--- src/rtl/maxpool2.sv ---
// Sequential POOL x POOL / stride-POOL max-pool over a snapshot of the conv feature map.
// One element is compared per clock; optional ReLU on each pooled result; done pulses once per pass.
module maxpool2 #(
    parameter  int SIZE      = 5,
    parameter  int POOL      = 2,
    parameter  int WIDTH_BIT = 8,
    parameter  int RELU      = 1,
    localparam int OUT       = SIZE / POOL
) (
    input  logic                        clock,
    input  logic                        nreset,
    input  logic                        start,
    input  logic signed [WIDTH_BIT-1:0] inpMatrix [SIZE-1:0][SIZE-1:0],
    output logic                        busy,
    output logic                        done,
    output logic signed [WIDTH_BIT-1:0] pooledOut [OUT-1:0][OUT-1:0],
    output logic [1:0]                  o_dbg_state
);

    localparam int IW = (SIZE > 1) ? $clog2(SIZE) : 1;
    localparam int OW = (OUT > 1) ? $clog2(OUT) : 1;
    localparam int PW = (POOL > 1) ? $clog2(POOL) : 1;

    typedef enum logic [1:0] {IDLE = 2'd0, SCAN = 2'd1, FIN = 2'd2} state_t;

    state_t                        r_state;
    logic signed [WIDTH_BIT-1:0]   r_snap [SIZE-1:0][SIZE-1:0];
    logic [OW-1:0]                 r_row;
    logic [OW-1:0]                 r_col;
    logic [PW-1:0]                 r_wr;
    logic [PW-1:0]                 r_wc;
    logic signed [WIDTH_BIT-1:0]   r_max;

    logic [IW-1:0]                 w_srow;
    logic [IW-1:0]                 w_scol;
    logic signed [WIDTH_BIT-1:0]   w_elem;
    logic signed [WIDTH_BIT-1:0]   w_max;
    logic signed [WIDTH_BIT-1:0]   w_res;
    logic                          w_first;
    logic                          w_wc_last;
    logic                          w_wr_last;
    logic                          w_col_last;
    logic                          w_row_last;

    assign o_dbg_state = r_state;

    // Window element address, running-max update and ReLU for the element read this cycle.
    always_comb begin
        w_srow     = IW'(int'(r_row) * POOL + int'(r_wr));
        w_scol     = IW'(int'(r_col) * POOL + int'(r_wc));
        w_elem     = r_snap[w_srow][w_scol];
        w_first    = (r_wr == '0) && (r_wc == '0);
        w_max      = (w_first || (w_elem > r_max)) ? w_elem : r_max;
        w_res      = ((RELU != 0) && w_max[WIDTH_BIT-1]) ? '0 : w_max;
        w_wc_last  = (r_wc == PW'(POOL - 1));
        w_wr_last  = (r_wr == PW'(POOL - 1));
        w_col_last = (r_col == OW'(OUT - 1));
        w_row_last = (r_row == OW'(OUT - 1));
    end

    always_ff @(posedge clock or negedge nreset) begin
        if (!nreset) begin
            r_state <= IDLE;
            busy    <= 1'b0;
            done    <= 1'b0;
            r_row   <= '0;
            r_col   <= '0;
            r_wr    <= '0;
            r_wc    <= '0;
            r_max   <= '0;
            for (int i = 0; i < SIZE; i++)
                for (int j = 0; j < SIZE; j++)
                    r_snap[i][j] <= '0;
            for (int i = 0; i < OUT; i++)
                for (int j = 0; j < OUT; j++)
                    pooledOut[i][j] <= '0;
        end else begin
            case (r_state)
                IDLE: begin
                    done <= 1'b0;
                    if (start) begin
                        r_snap  <= inpMatrix;
                        r_row   <= '0;
                        r_col   <= '0;
                        r_wr    <= '0;
                        r_wc    <= '0;
                        r_max   <= '0;
                        busy    <= 1'b1;
                        r_state <= SCAN;
                    end
                end
                SCAN: begin
                    r_max <= w_max;
                    if (w_wc_last && w_wr_last)
                        pooledOut[r_row][r_col] <= w_res;
                    // Counter nest: wc fastest, then wr, col, row.
                    if (!w_wc_last) begin
                        r_wc <= r_wc + PW'(1);
                    end else begin
                        r_wc <= '0;
                        if (!w_wr_last) begin
                            r_wr <= r_wr + PW'(1);
                        end else begin
                            r_wr <= '0;
                            if (!w_col_last) begin
                                r_col <= r_col + OW'(1);
                            end else begin
                                r_col <= '0;
                                if (!w_row_last) begin
                                    r_row <= r_row + OW'(1);
                                end else begin
                                    r_row   <= '0;
                                    r_state <= FIN;
                                end
                            end
                        end
                    end
                end
                FIN: begin
                    done    <= 1'b1;
                    busy    <= 1'b0;
                    r_state <= IDLE;
                end
                default: r_state <= IDLE;
            endcase
        end
    end

endmodule

--- config.mk ---
export PLATFORM = sky130hd
export DESIGN_NAME = maxpool2
export DESIGN_NICKNAME = d
export VERILOG_FILES = /design/src/rtl/maxpool2.sv
export SDC_FILE = /design/constraint.sdc
export NUM_CORES = 1
export LEC_CHECK = 0
export BUFFER_PORTS_ARGS = -buffer_cell sky130_fd_sc_hd__buf_2
export CELL_PAD_IN_SITES_DETAIL_PLACEMENT = 1
export CELL_PAD_IN_SITES_GLOBAL_PLACEMENT = 2
export CORE_MARGIN = 1
export CORE_UTILIZATION = 37
export CTS_BUF_LIST = sky130_fd_sc_hd__clkbuf_8 sky130_fd_sc_hd__clkbuf_16
export DETAILED_ROUTE_END_ITERATION = 10
export GPL_ROUTABILITY_DRIVEN = 0
export PLACE_DENSITY_LB_ADDON = 0.3
export SYNTH_ARGS = -nofsm -noshare
export SYNTH_HDL_FRONTEND = slang
export SYNTH_SLANG_ARGS = --single-unit
export TNS_END_PERCENT = 30
--- constraint.sdc ---
create_clock -name clock -period 4.4 [get_ports clock]
set_input_delay 0.88 -clock clock [delete_from_list [all_inputs] [get_ports clock]]
set_output_delay 0.88 -clock clock [all_outputs]
set_load 0.01 [all_outputs]
==> results of run 1 <==
## per-layer routing
layer | vias up | global-route usage [%]
li1 | 2488 | -
met1 | 2808 | 25.7
met2 | 128 | 33.7
met3 | 19 | 5.06
met4 | 2 | 6.52
met5 | - | 0
## synth_stat cells (2+ instances only)
cell type | number | area [um^2]
dfrtp_1 | 172 | 4300
mux2_2 | 131 | 1480
mux2i_1 | 29 | 290
nand2_1 | 27 | 101
a221o_1 | 19 | 190
mux4_2 | 17 | 383
buf_2 | 16 | 80.1
nor2_1 | 15 | 56.3
a221oi_1 | 11 | 96.3
inv_1 | 10 | 37.5
clkbuf_1 | 9 | 33.8
a22o_1 | 8 | 70.1
ha_1 | 8 | 100
nor3_2 | 6 | 60.1
a22oi_1 | 5 | 37.5
a32oi_1 | 5 | 43.8
buf_6 | 5 | 56.3
nor2b_1 | 5 | 31.3
nor3b_1 | 5 | 37.5
o21ai_0 | 5 | 25.0
a21o_1 | 4 | 30.0
buf_4 | 4 | 30.0
nand2b_1 | 4 | 25.0
nor3_1 | 4 | 20.0
nor3b_2 | 4 | 50.1
o21ai_2 | 4 | 35.0
o311ai_1 | 4 | 35.0
a211oi_2 | 3 | 37.5
a21oi_1 | 3 | 15.0
a221oi_2 | 3 | 45.0
inv_2 | 3 | 11.3
nand4_1 | 3 | 18.8
nor2_2 | 3 | 18.8
and2_1 | 2 | 12.5
buf_12 | 2 | 40.0
o31ai_4 | 2 | 42.5
## cells by family after synthesis
logic type                 share of synthesized area (%)
and+or+nand+nor                                     5.75
muxes                                               26.7
adders and majority gates                           1.23
buffers and inverters                               3.64
AOI/OAI and AO/OA                                   9.69
DFF                                                 52.9
other                                             0.0461
## power by group through the flow
stage | Clock, mW | Combinational [mW] | Sequential (mW)
2_1_floorplan | 0 | 2.96 | 2.73
3_3_place_gp | 0 | 3.78 | 2.86
3_5_place_dp | 0 | 3.88 | 2.92
4_1_cts | 1.51 | 3.93 | 2.89
5_1_grt | 1.58 | 4.27 | 2.99
6_report | 1.47 | 3.90 | 2.89
## registers in the layout, indices dropped and copies added (netlist names)
| name | count |
|---|---|
| r_wr | 1 |
| done | 1 |
| busy | 1 |
| o_dbg_state | 2 |
| pooledOut | 28 |
| r_row | 1 |
| r_snap | 128 |
| r_wc | 1 |
| r_max | 8 |
| r_col | 1 |
## worst register-to-register path: cells and delay by family (launching register included)
family / cells / cell delay [ns]
AO/OA/AOI/OAI: 5 / 1.35
adder cells (fa/ha/maj): 1 / 0.39
flip-flops: 1 / 0.54
AND/OR/NAND/NOR: 5 / 1.84
## worst paths after layout
check | startpoint | endpoint | slack, ns
worst max-delay path | r_row | pooledOut[6] | 0.24
worst min register to register | pooledOut[27] | pooledOut[27] | 0.48
max in group asynchronous | nreset | r_snap[85] | 2.90
worst min-delay path | pooledOut[27] | pooledOut[27] | 0.48
worst max register to register | r_row | pooledOut[6] | 0.24
min in group asynchronous | nreset | r_snap[16] | 0.59
## per-stage QoR
stage                     hold WS, ns  area [um^2]  cells  util, %
after CTS                       0.483         9770   1023     45.9
after global routing            0.511         9780   1025     45.9
final                           0.479         9780   1027     45.9
after floorplan                 0.472         8150    581        -
after global placement          0.459         9190    992     43.2
after detailed placement        0.469         9190    992     43.2
## final cells by class
cell class	count	area share (%)
tap	275	3.52
inverter	14	0.537
timing repair buffer	173	9.58
clock buffer	19	4.63
multi-input combinational	358	36.3
clock inverter	12	1.28
antenna	4	0.102
sequential	172	44.0
==> flow_metrics.tcl, run 1 <==
set metrics [dict create \
    status "finished, final reports clean" \
    setup_ws_ns 0.238 \
    fillers 2226 \
    wirelength_mm 21.4 \
    grt-ovfl-total 0 \
    synthDistinctLibCells 54 \
    dieWidth_um 150 \
    reg2reg_depth 11 \
    hold_viol 0 \
    fin_tns_setup_ns 0 \
    hpwlAfterDp_mm 15.5 \
    rows 53 \
    vdd.ir_drop.worst_v 0.000423 \
    clkLatencyLatePin_ns 0.42 \
    avgRoutedWirePerCell_um 20.8 \
    finalClockSkew_ns 0.0174 \
    power_density_nw_per_um2 846 \
    wl_met1_mm 9.29 \
    cts_tree "done" \
    hold_depth 2 \
    slowest_stage "nor2b_1" \
    grt_max_degree 112 \
    yosys_warnings 0 \
    grt_pass1_wl_mm 33.9 \
    antenna_found_initial 6 \
    io_buffers 162 \
    start_util_pct 38.2 \
    synth-seq-area-share_pct 52.9 \
    numCtsBuffers 17 \
    multi_input_area_um2 3550 \
    syn_area_um2 8140 \
    worstPathCellList "nor2b_1, a221oi_1, a22oi_1, o21ai_2, ha_1, nand4_1, nor2b_1, o2bb2ai_2, nand3_2, nor2_2, a221o_1" \
    p_leak_nw 4.43 \
    power.internal_mw 5.03 \
    critPathTopFamily "simple AND/OR/NAND/NOR gates" \
    postCtsSetupBuffers 0 \
    rsz0062_at_grt "no" \
    fin_nets 947 \
    drive_gt1_share_pct 51.3 \
    finalSetupViolations 0 \
    dr.pass1.iters 4 \
    p_clk_share_pct 17.8 \
    cp_max_fo 10 \
    crit_type "flip-flop to flip-flop" \
    vias 5445 \
    viasPerCell 5.30 \
    post_cts_resized 0 \
    cp_data_required_time_ns 4.74 \
    max_freq_mhz 240 \
    cts_root_buffer "clkbuf_16" \
    grt_pass1_vias 5994 \
    fp.dieArea_um2 22600 \
    clkSinkCount 172 \
    route.met3.wl_mm 1.06 \
    die_h_um 150 \
    seq_area_um2 4310 \
    met2_length_mm 10.8 \
    dr.first_iter.drc_count 285 \
    max_stage_delay_ns 0.85 \
    syn_avg_cell_area_um2 14.1 \
    slew_headroom_pct 32.7 \
    period_share_pct 94.6 \
    ios 239 \
    switching_share_pct 39.1 \
    end_kind "flip-flop" \
    slew_violations 0 \
    comb_power_share_pct 47.2 \
    dpl_worst_slack_ns 0.328 \
    synthCells 578 \
    top_layer "met5" \
    path_buf_inv 0 \
    clk_pin_slew_ns 0.06 \
    max-clock-path-buffers 2 \
    startpoint_type "flip-flop" \
    synth_edf_count 0 \
    power_mw 8.27 \
    grtUsageTotal_pct 20.3 \
    hold_path_class "flip-flop to flip-flop" \
    worst_pin_slew_ns 1.01 \
    seqPwrFrac_pct 35.0 \
    mostFrequentLayoutCell "dfrtp_1" \
    cp_common_cell "nor2b_1" \
    core_area_um2 21300 \
    ys.flop_type "dfrtp_1" \
    drt_drc_violations_left 0 \
    max_cap_viol_count 0 \
    crit_arrival_ns 4.50 \
    htreeDepth 4 \
    most-common-layout-cells "171 x dfrtp_1, 161 x buf_2, 131 x mux2_2, 29 x mux2i_1, 27 x nand2_1" \
    async_flop_share_pct 100 \
    synth-seq-cells 172 \
    cp_num_cells 11 \
    p_switching_mw 3.24 \
    final.min_clock_period_ns 4.16 \
    ctsHoldBuffers 0 \
    area_delta_synth_final_pct 20.2 \
    ant_nets 0 \
]
Note: power is estimated with default switching activity, not from simulation.
==> run 2: changes to the inputs <==
--- a/config.mk
+++ b/config.mk
@@ -13,7 +13,7 @@
 export CTS_BUF_LIST = sky130_fd_sc_hd__clkbuf_8 sky130_fd_sc_hd__clkbuf_16
 export DETAILED_ROUTE_END_ITERATION = 10
 export GPL_ROUTABILITY_DRIVEN = 0
-export PLACE_DENSITY_LB_ADDON = 0.3
+export PLACE_DENSITY_LB_ADDON = 0.1
 export SYNTH_ARGS = -nofsm -noshare
 export SYNTH_HDL_FRONTEND = slang
 export SYNTH_SLANG_ARGS = --single-unit
==> flow_metrics.tcl, run 2 (synthesis gave the netlist of run 1 again) <==
set metrics [dict create \
    largest_register_ffs 128 \
    worst_pin_slew_ns 1.07 \
    top_register "r_snap" \
    dr.first_iter.drc_count 193 \
    cp_data_required_time_ns 4.76 \
    start_util_pct 38.2 \
    htreeDepth 4 \
    p_leak_nw 4.38 \
    grt_max_degree 130 \
    most-common-layout-cells "171 x dfrtp_1, 161 x buf_2, 131 x mux2_2, 29 x mux2i_1, 27 x nand2_1" \
    regToRegStartpoint "r_wr" \
    end_kind "flip-flop" \
    viasPerCell 5.33 \
    die_h_um 150 \
    numCtsBuffers 17 \
    drt_drc_violations_left 0 \
    io_buffers 162 \
    cts_root_buffer "clkbuf_16" \
    r2r_slack_ns 0.44 \
    max-clock-path-buffers 2 \
    min_from "pooledOut[30]" \
    clkLatencyLatePin_ns 0.43 \
    ctsHoldBuffers 0 \
    slew_headroom_pct 28.5 \
    drive_gt1_share_pct 51.3 \
    period_share_pct 89.9 \
    postCtsSetupBuffers 0 \
    slew_violations 0 \
    fp.dieArea_um2 22600 \
    ant_nets 0 \
    clk_pin_slew_ns 0.07 \
    setup_ws_ns 0.444 \
    dpl_worst_slack_ns 0.382 \
    wirelength_mm 21.1 \
    rows 53 \
    max_freq_mhz 253 \
    grtUsageTotal_pct 20.1 \
    vdd.ir_drop.worst_v 0.000427 \
    clkSinkCount 172 \
    critPathLaunch "r_wr" \
    finalClockSkew_ns 0.0127 \
    area_delta_synth_final_pct 19.5 \
    grt_pass1_wl_mm 33.5 \
    hpwlAfterDp_mm 15.1 \
    antenna_found_initial 2 \
    max_cap_viol_count 0 \
    hold_viol 0 \
    ios 239 \
    vias 5455 \
    finalSetupViolations 0 \
    crit_type "flip-flop to flip-flop" \
    hold_path_class "flip-flop to flip-flop" \
    post_cts_resized 0 \
    mostFrequentLayoutCell "dfrtp_1" \
    avgRoutedWirePerCell_um 20.6 \
    fin_tns_setup_ns 0 \
    dr.pass1.iters 4 \
    crit_arrival_ns 4.32 \
    fin_nets 944 \
    cts_tree "done" \
    rsz0062_at_grt "no" \
    startpoint_type "flip-flop" \
    grt-ovfl-total 0 \
    dieWidth_um 150 \
    core_area_um2 21300 \
    reg.largest.list "r_snap: 128 flops, pooledOut: 28 flops, r_max: 8 flops" \
    grt_pass1_vias 5913 \
    cp_max_fo 28 \
    power_density_nw_per_um2 841 \
    final.min_clock_period_ns 3.96 \
    status "finished, final reports clean" \
]
==> run 2: layout make-up <==
class | count | area, um^2
Sequential cell | 172 | 4310
Clock inverter | 14 | 111
Inverter | 14 | 52.6
Multi-Input combinational cell | 358 | 3550
Clock buffer | 18 | 439
Antenna cell | 2 | 5.00
Timing Repair Buffer | 170 | 915
Fill cell | 2231 | 11600
Tap cell | 275 | 344
==> run 2: worst paths after layout <==
| check | endpoint | depth (start not counted) |
|---|---|---|
| max | pooledOut[0] | 11 |
| max in group asynchronous | r_max[4] | 2 |
| max reg2reg | pooledOut[0] | 11 |
| min | pooledOut[30] | 2 |
| min reg2reg | pooledOut[30] | 2 |
| min in group asynchronous | r_snap[59] | 1 |
==> run 2: critical path, cell delays in order (launching register included) <==
cell	delay, ns
dfrtp_4	0.66
buf_12	0.28
mux4_2	0.61
a22oi_1	0.26
o21ai_2	0.20
ha_1	0.35
nand4_1	0.14
nor2b_1	0.18
o2bb2ai_2	0.28
nand3_2	0.28
nor2_2	0.40
a221o_1	0.22
==> run 2: metrics by stage <==
step	area, um^2	hold slack, ns	cells	util, %	power (mW)
floorplan	8150	0.472	581	-	5.68
global placement	9170	0.451	989	43.1	6.66
detailed placement	9170	0.459	989	43.1	6.83
CTS	9720	0.480	1021	45.7	8.29
global route	9720	0.515	1021	45.7	8.74
finish	9730	0.471	1023	45.7	8.18
==> run 2: routing by layer <==
metal | share of wire (%) | vias to the layer above | track usage (%) | wire length (um)
met5 | 0.047 | - | 0 | 10
met2 | 47 | 131 | 32.4 | 9930
met1 | 46 | 2815 | 26.5 | 9760
met4 | 1.6 | 2 | 6.67 | 328
li1 | - | 2481 | - | -
met3 | 5.1 | 26 | 4.88 | 1070
==> run 2: report_power, final <==
| part | total, mW | switching, mW | internal [mW] |
|---|---|---|---|
| sequential | 2.86 | 0.501 | 2.36 |
| clock | 1.42 | 0.669 | 0.748 |
| combinational | 3.90 | 2.10 | 1.80 |
| total | 8.18 | 3.27 | 4.91 |
